[config.mk]
export PLATFORM = sky130hd
export DESIGN_NAME = clk_edge_meter
export DESIGN_NICKNAME = d
export VERILOG_FILES = /design/src/rtl/clk_edge_meter_pkg.sv /design/src/rtl/clk_edge_meter_sync_edge_detect.sv /design/src/rtl/clk_edge_meter.sv
export SDC_FILE = /design/constraint.sdc
export NUM_CORES = 1
export LEC_CHECK = 0
export ABC_AREA = 1
export CAP_MARGIN = 20
export CORE_AREA = 4 4 78 80
export CTS_CLUSTER_DIAMETER = 50
export CTS_CLUSTER_SIZE = 24
export DETAILED_ROUTE_END_ITERATION = 6
export DIE_AREA = 0 0 82 84
export PLACE_DENSITY = 0.59
export SYNTH_ARGS = -nofsm -noshare
export SYNTH_HDL_FRONTEND = slang
export SYNTH_SLANG_ARGS = --single-unit
export TNS_END_PERCENT = 1
[constraint.sdc]
create_clock -name clk -period 1.5 [get_ports clk]
set_input_delay 0.3 -clock clk [delete_from_list [all_inputs] [get_ports clk]]
set_output_delay 0.3 -clock clk [all_outputs]
set_load 0.03 [all_outputs]
[src/rtl/clk_edge_meter_pkg.sv]
// Shared constants and helpers for the slow-clock edge meter.
package clk_edge_meter_pkg;

  localparam int unsigned DEF_CNT_W   = 16;
  localparam int unsigned DEF_TIMEOUT = 50000;

  localparam int unsigned MEAS_W = 2;
  typedef logic [MEAS_W-1:0] meas_t;
  localparam meas_t MEAS_SAT = meas_t'(2);

  // Edge count since the last reset or stall, saturating at MEAS_SAT.
  function automatic meas_t meas_inc(input meas_t m);
    return (m >= MEAS_SAT) ? MEAS_SAT : meas_t'(m + meas_t'(1));
  endfunction

endpackage

[src/rtl/clk_edge_meter_sync_edge_detect.sv]
// Synchroniser chain for an asynchronous slow input, plus registered
// rise/fall ticks and a same-cycle edge strobe for the measurement logic.
module clk_edge_meter_sync_edge_detect #(
  parameter int unsigned SYNC_STAGES = 2
) (
  input  logic clk,
  input  logic reset,
  input  logic slow_i,
  output logic slow_sync_o,
  output logic rise_o,
  output logic fall_o,
  output logic edge_c
);

  logic [SYNC_STAGES-1:0] sync_q, sync_d;
  logic                   prev_q;
  logic                   rise_q, rise_d;
  logic                   fall_q, fall_d;
  logic                   last_c;

  assign last_c = sync_q[SYNC_STAGES-1];
  assign edge_c = last_c ^ prev_q;

  always_comb begin
    sync_d = {sync_q[SYNC_STAGES-2:0], slow_i};
    rise_d = edge_c & last_c;
    fall_d = edge_c & ~last_c;
  end

  always_ff @(posedge clk) begin
    if (reset) begin
      sync_q <= '0;
      prev_q <= 1'b0;
      rise_q <= 1'b0;
      fall_q <= 1'b0;
    end else begin
      sync_q <= sync_d;
      prev_q <= last_c;
      rise_q <= rise_d;
      fall_q <= fall_d;
    end
  end

  assign slow_sync_o = last_c;
  assign rise_o      = rise_q;
  assign fall_o      = fall_q;

endmodule

[src/rtl/clk_edge_meter.sv]
// Turns a slow toggling input into system-clock enables, measures its
// half-period in clk cycles and flags when it stops toggling.
module clk_edge_meter
  import clk_edge_meter_pkg::*;
#(
  parameter int unsigned SYNC_STAGES = 2,
  parameter int unsigned CNT_W       = DEF_CNT_W,
  parameter int unsigned TIMEOUT     = DEF_TIMEOUT
) (
  input  logic             clk,
  input  logic             reset,
  input  logic             slow_in,
  output logic             slow_sync,
  output logic             rise_tick,
  output logic             fall_tick,
  output logic [CNT_W-1:0] half_period,
  output logic             period_valid,
  output logic             stalled
);

  localparam logic [CNT_W-1:0] CNT_MAX = CNT_W'(TIMEOUT);

  logic             edge_c;
  logic             stall_hit_c;
  logic [CNT_W-1:0] cnt_q, cnt_d;
  logic [CNT_W-1:0] half_q, half_d;
  meas_t            meas_q, meas_d;
  logic             stalled_q, stalled_d;
  logic             valid_q, valid_d;

  clk_edge_meter_sync_edge_detect #(
    .SYNC_STAGES (SYNC_STAGES)
  ) u_sync (
    .clk         (clk),
    .reset       (reset),
    .slow_i      (slow_in),
    .slow_sync_o (slow_sync),
    .rise_o      (rise_tick),
    .fall_o      (fall_tick),
    .edge_c      (edge_c)
  );

  // An edge on the saturation cycle takes priority over the stall.
  assign stall_hit_c = ~edge_c && (cnt_q == CNT_MAX);

  always_comb begin
    cnt_d     = cnt_q;
    half_d    = half_q;
    meas_d    = meas_q;
    stalled_d = stalled_q;
    if (edge_c) begin
      cnt_d     = CNT_W'(1);
      half_d    = cnt_q;
      meas_d    = meas_inc(meas_q);
      stalled_d = 1'b0;
    end else if (stall_hit_c) begin
      meas_d    = '0;
      stalled_d = 1'b1;
    end else begin
      cnt_d = cnt_q + CNT_W'(1);
    end
    valid_d = (meas_d == MEAS_SAT) && ~stalled_d;
  end

  always_ff @(posedge clk) begin
    if (reset) begin
      cnt_q     <= '0;
      half_q    <= '0;
      meas_q    <= '0;
      stalled_q <= 1'b0;
      valid_q   <= 1'b0;
    end else begin
      cnt_q     <= cnt_d;
      half_q    <= half_d;
      meas_q    <= meas_d;
      stalled_q <= stalled_d;
      valid_q   <= valid_d;
    end
  end

  assign half_period  = half_q;
  assign period_valid = valid_q;
  assign stalled      = stalled_q;

endmodule

**Word level (Yosys, flattened, before mapping)**

Index checks and enable logic that the tools add are counted.

- Word-level logic and storage cells: 32
- Register bits after elaboration: 41
- Input port bits: 3

- Muxes and demuxes: 7
- Equality and inequality tests: 3
- Reductions and logical operators: 3
- Bitwise logic cells: 6
- Add/sub/neg operators: 2
- Order comparisons: 1

Operator list:

| kind | count |
|---|---|
| $add 16x1->16 const B | 1 |
| $eq 16x16->1 const B | 1 |
| $mux 2 | 3 |
| $mux 1 | 4 |
| $not 1->1 | 3 |
| $add 2x1->2 const B | 1 |
| $and 1x1->1 | 2 |
| $eq 2x2->1 const B | 1 |
| $ge 2x2->1 const B | 1 |
| $logic_and 1x1->1 | 2 |
| $ne 2x2->1 const B | 1 |
| $reduce_or 2->1 | 1 |
| $xor 1x1->1 | 1 |

**Depth between registers and ports, before layout**

- Depth after elaboration: 7
- Mapped depth: 11
- Gate-level depth less buffers: 11

**Cells and area by module**

A second synthesis with hierarchy kept.

- Cells, all modules: 251
- Area total of the unflattened synthesis: 1,784.2 um^2

By module, submodules not included:

| module | cells an instance | area each (um^2) | times used |
|---|---|---|---|
| clk_edge_meter | 232 | 1,614.0 | 1 |
| clk_edge_meter_sync_edge_detect | 19 | 170.2 | 1 |

**Worst setup path after synthesis**

OpenSTA, ideal clock, no wires.

- Kind: register -> register
- Start point: reg u_sync.sync_q[1]
- End point: reg half_q[13], in the netlist half_period[13]
- Setup slack: -0.141 ns
- Arrival time: 1.571 ns
- Required time: 1.430 ns
- Cell stages (with the launch flop): 8
- Path through: dfxtp_1 -> inv_1 -> ha_1 -> buf_2 -> inv_2 -> clkbuf_1 -> o21ai_0 -> a21oi_1

- Longest elaborated chain between the ends: 1

Ends and longest elaborated chain:

| item | RTL line | source |
|---|---|---|
| from (decl) | clk_edge_meter_sync_edge_detect.sv:15 | `logic [SYNC_STAGES-1:0] sync_q, sync_d;` |
| from (signal assigned) | clk_edge_meter_sync_edge_detect.sv:37 | `sync_q <= sync_d;` |
| $xor 1x1->1 | clk_edge_meter_sync_edge_detect.sv:22 | `assign edge_c = last_c ^ prev_q;` |
| to (signal assigned) | clk_edge_meter.sv:74 | `half_q <= half_d;` |
| to (decl) | clk_edge_meter.sv:26 | `logic [CNT_W-1:0] half_q, half_d;` |

Every way passes these cells.
A chain may end at the register's enable or synchronous reset.

**Final worst setup path**

- Start point: reg cnt_q[1]
- End point: reg cnt_q[8]

- Longest elaborated chain between the ends: 2
- Elaborated cells on any way between the ends: 3
- Classes of those cells: add/sub: 1; eq/ne: 1; reduce/logical: 1

Ends and longest elaborated chain:

| item | RTL line | source |
|---|---|---|
| from (decl) | clk_edge_meter.sv:25 | `logic [CNT_W-1:0] cnt_q, cnt_d;` |
| from (signal assigned) | clk_edge_meter.sv:73 | `cnt_q <= cnt_d;` |
| parallel branches: the longest is 2 deep, another holds $add 16x1->16 | - |  |

Parallel ways; which one is timed is not known.

==> impl_metrics.csv <==
group,metric,value,unit
synthesis,yosys.area_share.simple,28.1,%
cts,clk_latency,0.29,ns
synthesis,ys_ff_latch,41,
sta,finalCriticalPeriod,1.42,ns
floorplanning,io_pins,24,
pwr,power_leakage,1.01,nW
synthesis,muxShareOfSynthArea,0,%
synthesis,synth-xor-area-share,0.493,%
global_routing,grt_max_degree,27,
place,gp_congestion,0.867,
synthesis,netlist_top_cells_area,"dfxtp_1 (46%), nand2_1 (8.4%), nor2_1 (8.4%)",
cts,clockBufferDepth,2,
global_routing,overflow,0,
floorplanning,die_area,0.00689,mm^2
detailed_routing,avgRoutedWirePerCell,11.2,um
final_layout,layout.nets,287,
synthesis,syn-num-nets,252,
sta,clock_skew,0.00598,ns
place,io_buffers,23,
synthesis,synth_cells,245,
cts,cts_tree,"done",
global_routing,grt_pass1_wl,6.75,mm
global_routing,first_global_vias,1485,
worst_setup_path,crit_slowest_cell,"dfxtp_2",
pwr,ir_worst_vdd,0.000529,V
cts,cts_made_buffers,5,
final_layout,design_area,0.00226,mm^2
worst_setup_path,worstPathCellList,"ha_1 > nand2_1 > nor3_4 > nand2_1 > o21ai_1 > a21oi_1",
sta,worst_slew_pin_slew,0.331,ns
floorplanning,die_x,82,um
synthesis,synth_fa_ha_area_share,2.81,%
synthesis,ys_warn_count,0,
cts,clock_sinks,41,
detailed_routing,dr.pass1.iters,4,
synthesis,synth_compound_area_share,13.8,%
detailed_routing,vias,1605,
detailed_routing,highest-signal-layer,"met4",
detailed_routing,avgViaCountPerCell,4.55,
final_layout,diodes,0,
global_routing,antenna_found_initial,0,
final_layout,fin_cells,353,
synthesis,avgSynthCellArea,7.26,um^2
worst_setup_path,cp-start-kind,"flip-flop",
detailed_routing,drc_errors,0,
detailed_routing,antenna_left,0,
final_layout,mostFrequentLayoutCells,"nor2_1 (40), nand2_1 (40), dfxtp_1 (38), inv_1 (30), a21oi_1 (27)",
synthesis,yosysTopAreaCell,"dfxtp_1",
sta,slew_headroom,77.8,%
worst_setup_path,max_stage_delay,0.37,ns
final_layout,drive_gt1_share,12.8,%
final_layout,syn2layout_area_growth,27.2,%
worst_setup_path,cp_max_fo,7,
floorplanning,row_count,27,
synthesis,synth.distinct_cells,23,
floorplanning,core_area,0.00541,mm^2
cts,htreeDepth,2,
worst_hold_path,hold_class,"reg -> reg",
sta,max_freq,0.704,GHz
worst_setup_path,cp.required,1.68,ns
global_routing,grt.total_usage,12.3,%
sta,setup_viol,0,
cts,hold_buffers,0,
sta,finalCritPeriodShare,94.7,%
synthesis,synth_top_family_by_area,"simple AND/OR/NAND/NOR gates",
place,dpl_cell_area,0.00216,mm^2
sta,finalMaxSlewViolations,0,
worst_setup_path,end_kind,"flip-flop",
cts,clk_pin_slew_worst_paths,0.07,ns
outcome,run_status,"finished, final reports clean",
pwr,powerDensity,1030,mW/mm^2
worst_setup_path,arrival,1.60,ns
place,dp_hpwl,3.05,mm
synthesis,netlist_area,0.00178,mm^2
floorplanning,die_h,84,um
run,max_cap_violations,0,
detailed_routing,met2_length,1.85,mm
cts,cts_root_buf,"clkbuf_8",
detailed_routing,drt-met1-wl,1.89,mm
synthesis,seq_area_frac_synth,46.2,%
synthesis,synth.top_cell.area_share,46.2,%
worst_hold_path,whs_path_depth,2,
floorplanning,start_util,32.9,%
sta,hold_viol_final,0,
worst_setup_path,critical_path_class,"reg -> reg",
worst_setup_path,crit_path_frequent_cell,"nand2_1",
detailed_routing,drt_iter0_drc,74,
worst_setup_path,reg2reg_depth,6,
detailed_routing,wl_met3,175,um
place,dp_cells,344,
detailed_routing,drt_wl_total,3.96,mm
-- cell type report --
cell class / count / area, um^2
well taps: 72 / 90.1
clock inverters: 1 / 30.0
inverters: 34 / 128
fillers: 580 / 3140
multi-input cells: 164 / 805
flip-flops and latches: 41 / 825
repair buffers: 34 / 299
clock buffers: 7 / 86.3
-- metrics by stage --
stage	total power [mW]	hold WS (ns)	setup TNS (ns)	worst slack (ns)	util [%]
after floorplan	1.35	0.381	0	0.0125	-
after global placement	1.47	0.394	0	0.0831	40.0
after detailed placement	1.47	0.393	0	0.0624	40.0
after CTS	2.37	0.404	0	0.0827	41.7
after global routing	2.44	0.432	-0.00618	-0.00618	41.9
final	2.33	0.399	0	0.0791	41.9
-- state kept, by name, summed over array words and instances (netlist names) --
signal and cells:
u_sync.rise_o 1, stalled 1, period_valid 1, half_period 16
u_sync.fall_o 1, cnt_q 16, meas_q 2, u_sync.sync_q 2
u_sync.prev_q 1
-- what timing repair did --
| action | in CTS | in global routing |
|---|---|---|
| setup buffers | 0 | 1 |
| hold endpoints to repair | 0 | 0 |
| resized for setup | 21 | 2 |
| cloned | 0 | 0 |
| pin swaps | 0 | 1 |
| endpoints found under the setup margin | 21 | 5 |
-- worst paths after layout --
path	endpoint	slack, ns	startpoint
max reg2reg	cnt_q[8]	0.08	cnt_q[1]
min reg2reg	u_sync.sync_q[1]	0.40	u_sync.sync_q[0]
min	u_sync.sync_q[1]	0.40	u_sync.sync_q[0]
max	cnt_q[8]	0.08	cnt_q[1]
-- worst max-delay path, delay by kind of cell, from the launching register on --
family	cells	cell delay (ns)
compound gates	2	0.18
simple gates	3	0.57
flops	1	0.37
fa+ha+maj	1	0.19
-- kinds of logic after synthesis --
group	after synthesis
AO/OA/AOI/OAI	49
XOR/XNOR	1
AND/OR/NAND/NOR	110
flip-flops	41
buffers and inverters	40
adder cells (fa/ha/maj)	4
-- where the power goes --
part / total (mW) / internal, mW / leakage (nW) / switching [mW]
clock: 0.909 / 0.542 / 0.0585 / 0.367
sequential: 1.16 / 1.13 / 0.335 / 0.0248
combinational: 0.262 / 0.0976 / 0.621 / 0.165
-- routing by layer --
metal | global-route usage (%) | vias up
li1 | - | 854
met4 | 3.63 | 0
met3 | 3.46 | 6
met5 | 0 | -
met1 | 15.6 | 714
met2 | 20.1 | 31
-- cell usage after synthesis --
master	n
nor2_1	40
nor2_4	1
nor3_2	2
or2_2	1
inv_2	4
buf_2	2
nor3_1	4
a21oi_1	27
nor3_4	1
o21ai_1	1
nor2_2	1
xor2_1	1
nand4_1	5
buf_1	1
nand2_2	3
dfxtp_1	41
nand3_2	2
inv_1	30
ha_1	4
o21ai_0	21
nand3_1	10
nand2_1	40
clkbuf_1	3
Power figures use the tool's default switching activity.
==> patch, RTL diff (same flow settings) <==
Register the output `stalled` once more, with the module's reset; this adds one clock of latency there. The other outputs are not delayed to match.
--- a/src/rtl/clk_edge_meter.sv
+++ b/src/rtl/clk_edge_meter.sv
@@ -80,7 +80,13 @@
 
   assign half_period  = half_q;
   assign period_valid = valid_q;
-  assign stalled      = stalled_q;
+  always_ff @(posedge clk) begin
+    if (reset) begin
+      stalled <= '0;
+    end else begin
+      stalled <= stalled_q;
+    end
+  end
 
 endmodule
 
Function: no difference found for any inputs over 10 cycles, from zero or initial values and one cycle with reset high; that may be too few to reach the edited logic, so the function may still have changed.
==> patch against the original RTL <==
  * Area after synthesis grew 1.7%
  * Worst setup slack gained 0.054 ns
  * Wire length grew 1.8%
  * Cell area shrank 0.39%
  * Power shrank 0.82%
  * Non-clock buffer count shrank 2
  * Sequential cell count grew 1
  * Highest routed layer unchanged
  * Hold slack lost 0.0033 ns
  * Largest cell class unchanged
==> patch: results (changes against the original RTL) <==
| Metric | Value |
|---|---|
| Status | finished, final reports clean |
| Seq/Total Area, Yosys | 0.465 (+0.00341) |
| Routed met3 length | 141 µm (-19%) |
| LEAKAGE | 1.02 nW (+0.24%) |
| Synth top area cells | dfxtp_1 47%, nand2_1 8.5%, nor2_1 8.5%, a21oi_1 7.5%, inv_1 6.0% |
| First-pass GRT wire length | 6630 µm (-1.7%) |
| Largest fanout on the critical path | 8 (+1) |
| Vias per cell | 4.55 (about the same) |
| Complex-gate fraction of the synthesized area | 0.133 (-0.00506) |
| Routed met1 length | 1910 µm (+1.5%) |
| Peak supply drop | 652 µV (+23%) |
| Fmax | 732 MHz (+4.0%) |
| DRT iter0 DRCs | 101 (+36%) |
| Total GRT Usage | 0.124 (+0.000380) |
| Post-synthesis xor/xnor area fraction | 0.00484 (-0.0000818) |
| Routed length on met2 | 1860 µm (+0.49%) |
| RePlAce Congestion | 0.896 (+3.4%) |
| Nets | 288 (+0.35%) |
| Syn_nets | 255 (+1.2%) |
| M2 GR Usage | 0.194 (-0.00661) |
| Vias in the first global route | 1,460 (-1.7%) |
| Distinct cells, synth | 24 (+4.3%) |
| Comb. pwr | 0.251 mW (-4%) |
| Met3 global-route usage | 0.0356 (+0.00108) |
| Synth top cells by count | 42 x dfxtp_1, 41 x nand2_1, 41 x nor2_1, 29 x inv_1, 27 x a21oi_1 |
| Net Sw Frac | 0.243 (+0.00475) |
| Reg2Reg Depth | 8 (+2) |
| Reg2Reg Capture Point | period_valid |
| R2R Setup Slk | 0.13 ns (+0.05 ns) |
| HPWL after DPL | 3170 µm (+4.1%) |
| Placed Area | 2170 µm² (+0.41%) |
| Wire per inst | 11.4 µm (+1.5%) |
| WHS | 0.396 ns (-0.00328 ns) |
| Clock Skews | 0.00855 ns (+0.00257 ns) |
| Synth Area in Adders | 0.0277 (-0.000468) |
| Number of fillers in the final layout | 597 (+2.9%) |
| M1 GR Usage | 0.154 (-0.00137) |
| RR Startpoint | u_sync.sync_q[1] |
==> patch: cell types whose count changed after synthesis, sizes merged <==
cell	delta
buf	+1
nor2	+1
dfxtp	+1
clkbuf	-1
nand2	+1
or2	+1
o21ai	-1
==> patch: per-stage QoR <==
| step | setup WS (ns) | std cells | power (mW) |
|---|---|---|---|
| finish | 0.134 | 354 | 2.31 |
| global route | 0.00451 | 354 | 2.41 |
| CTS | 0.0748 | 354 | 2.33 |
| detailed placement | 0.0120 | 346 | 1.49 |
| global placement | 0.0409 | 346 | 1.49 |
| floorplan | 0.0110 | 248 | 1.38 |
==> patch: repair_timing <==
item	CTS	global route
hold buffers	0	0
buffers inserted	0	0
endpoints found under the hold margin	0	0
resized for setup	21	2
setup endpoints to repair	21	4
==> patch: worst max path at each step <==
stage	from	to	slack (ns)	cells past startpoint
after floorplan	u_sync.sync_q[1]	half_period[10]	0.01	7
after global placement	reset	half_period[11]	0.04	4
after detailed placement	reset	half_period[7]	0.01	4
after CTS	cnt_q[0]	cnt_q[12]	0.07	6
after global routing	u_sync.sync_q[1]	period_valid	0.005	8
final	u_sync.sync_q[1]	period_valid	0.13	8
==> patch: critical path, stage by stage, from the launching register on <==
cell and delay, ns:
dfxtp_2 0.35, inv_1 0.05, ha_1 0.31, buf_4 0.17, nor2_1 0.14, inv_1 0.05
nand2_1 0.06, nand2_1 0.06, nor2_1 0.11
==> patch: final cells by class <==
| cell class | count | area (µm²) | share of cell area |
|---|---|---|---|
| sequential | 42 | 845 | 0.375 |
| timing repair buffer | 32 | 272 | 0.120 |
| inverter | 34 | 128 | 0.0566 |
| tap | 72 | 90.1 | 0.0400 |
| multi-input combinational | 166 | 813 | 0.361 |
| clock inverter | 1 | 30.0 | 0.0133 |
| clock buffer | 7 | 76.3 | 0.0339 |
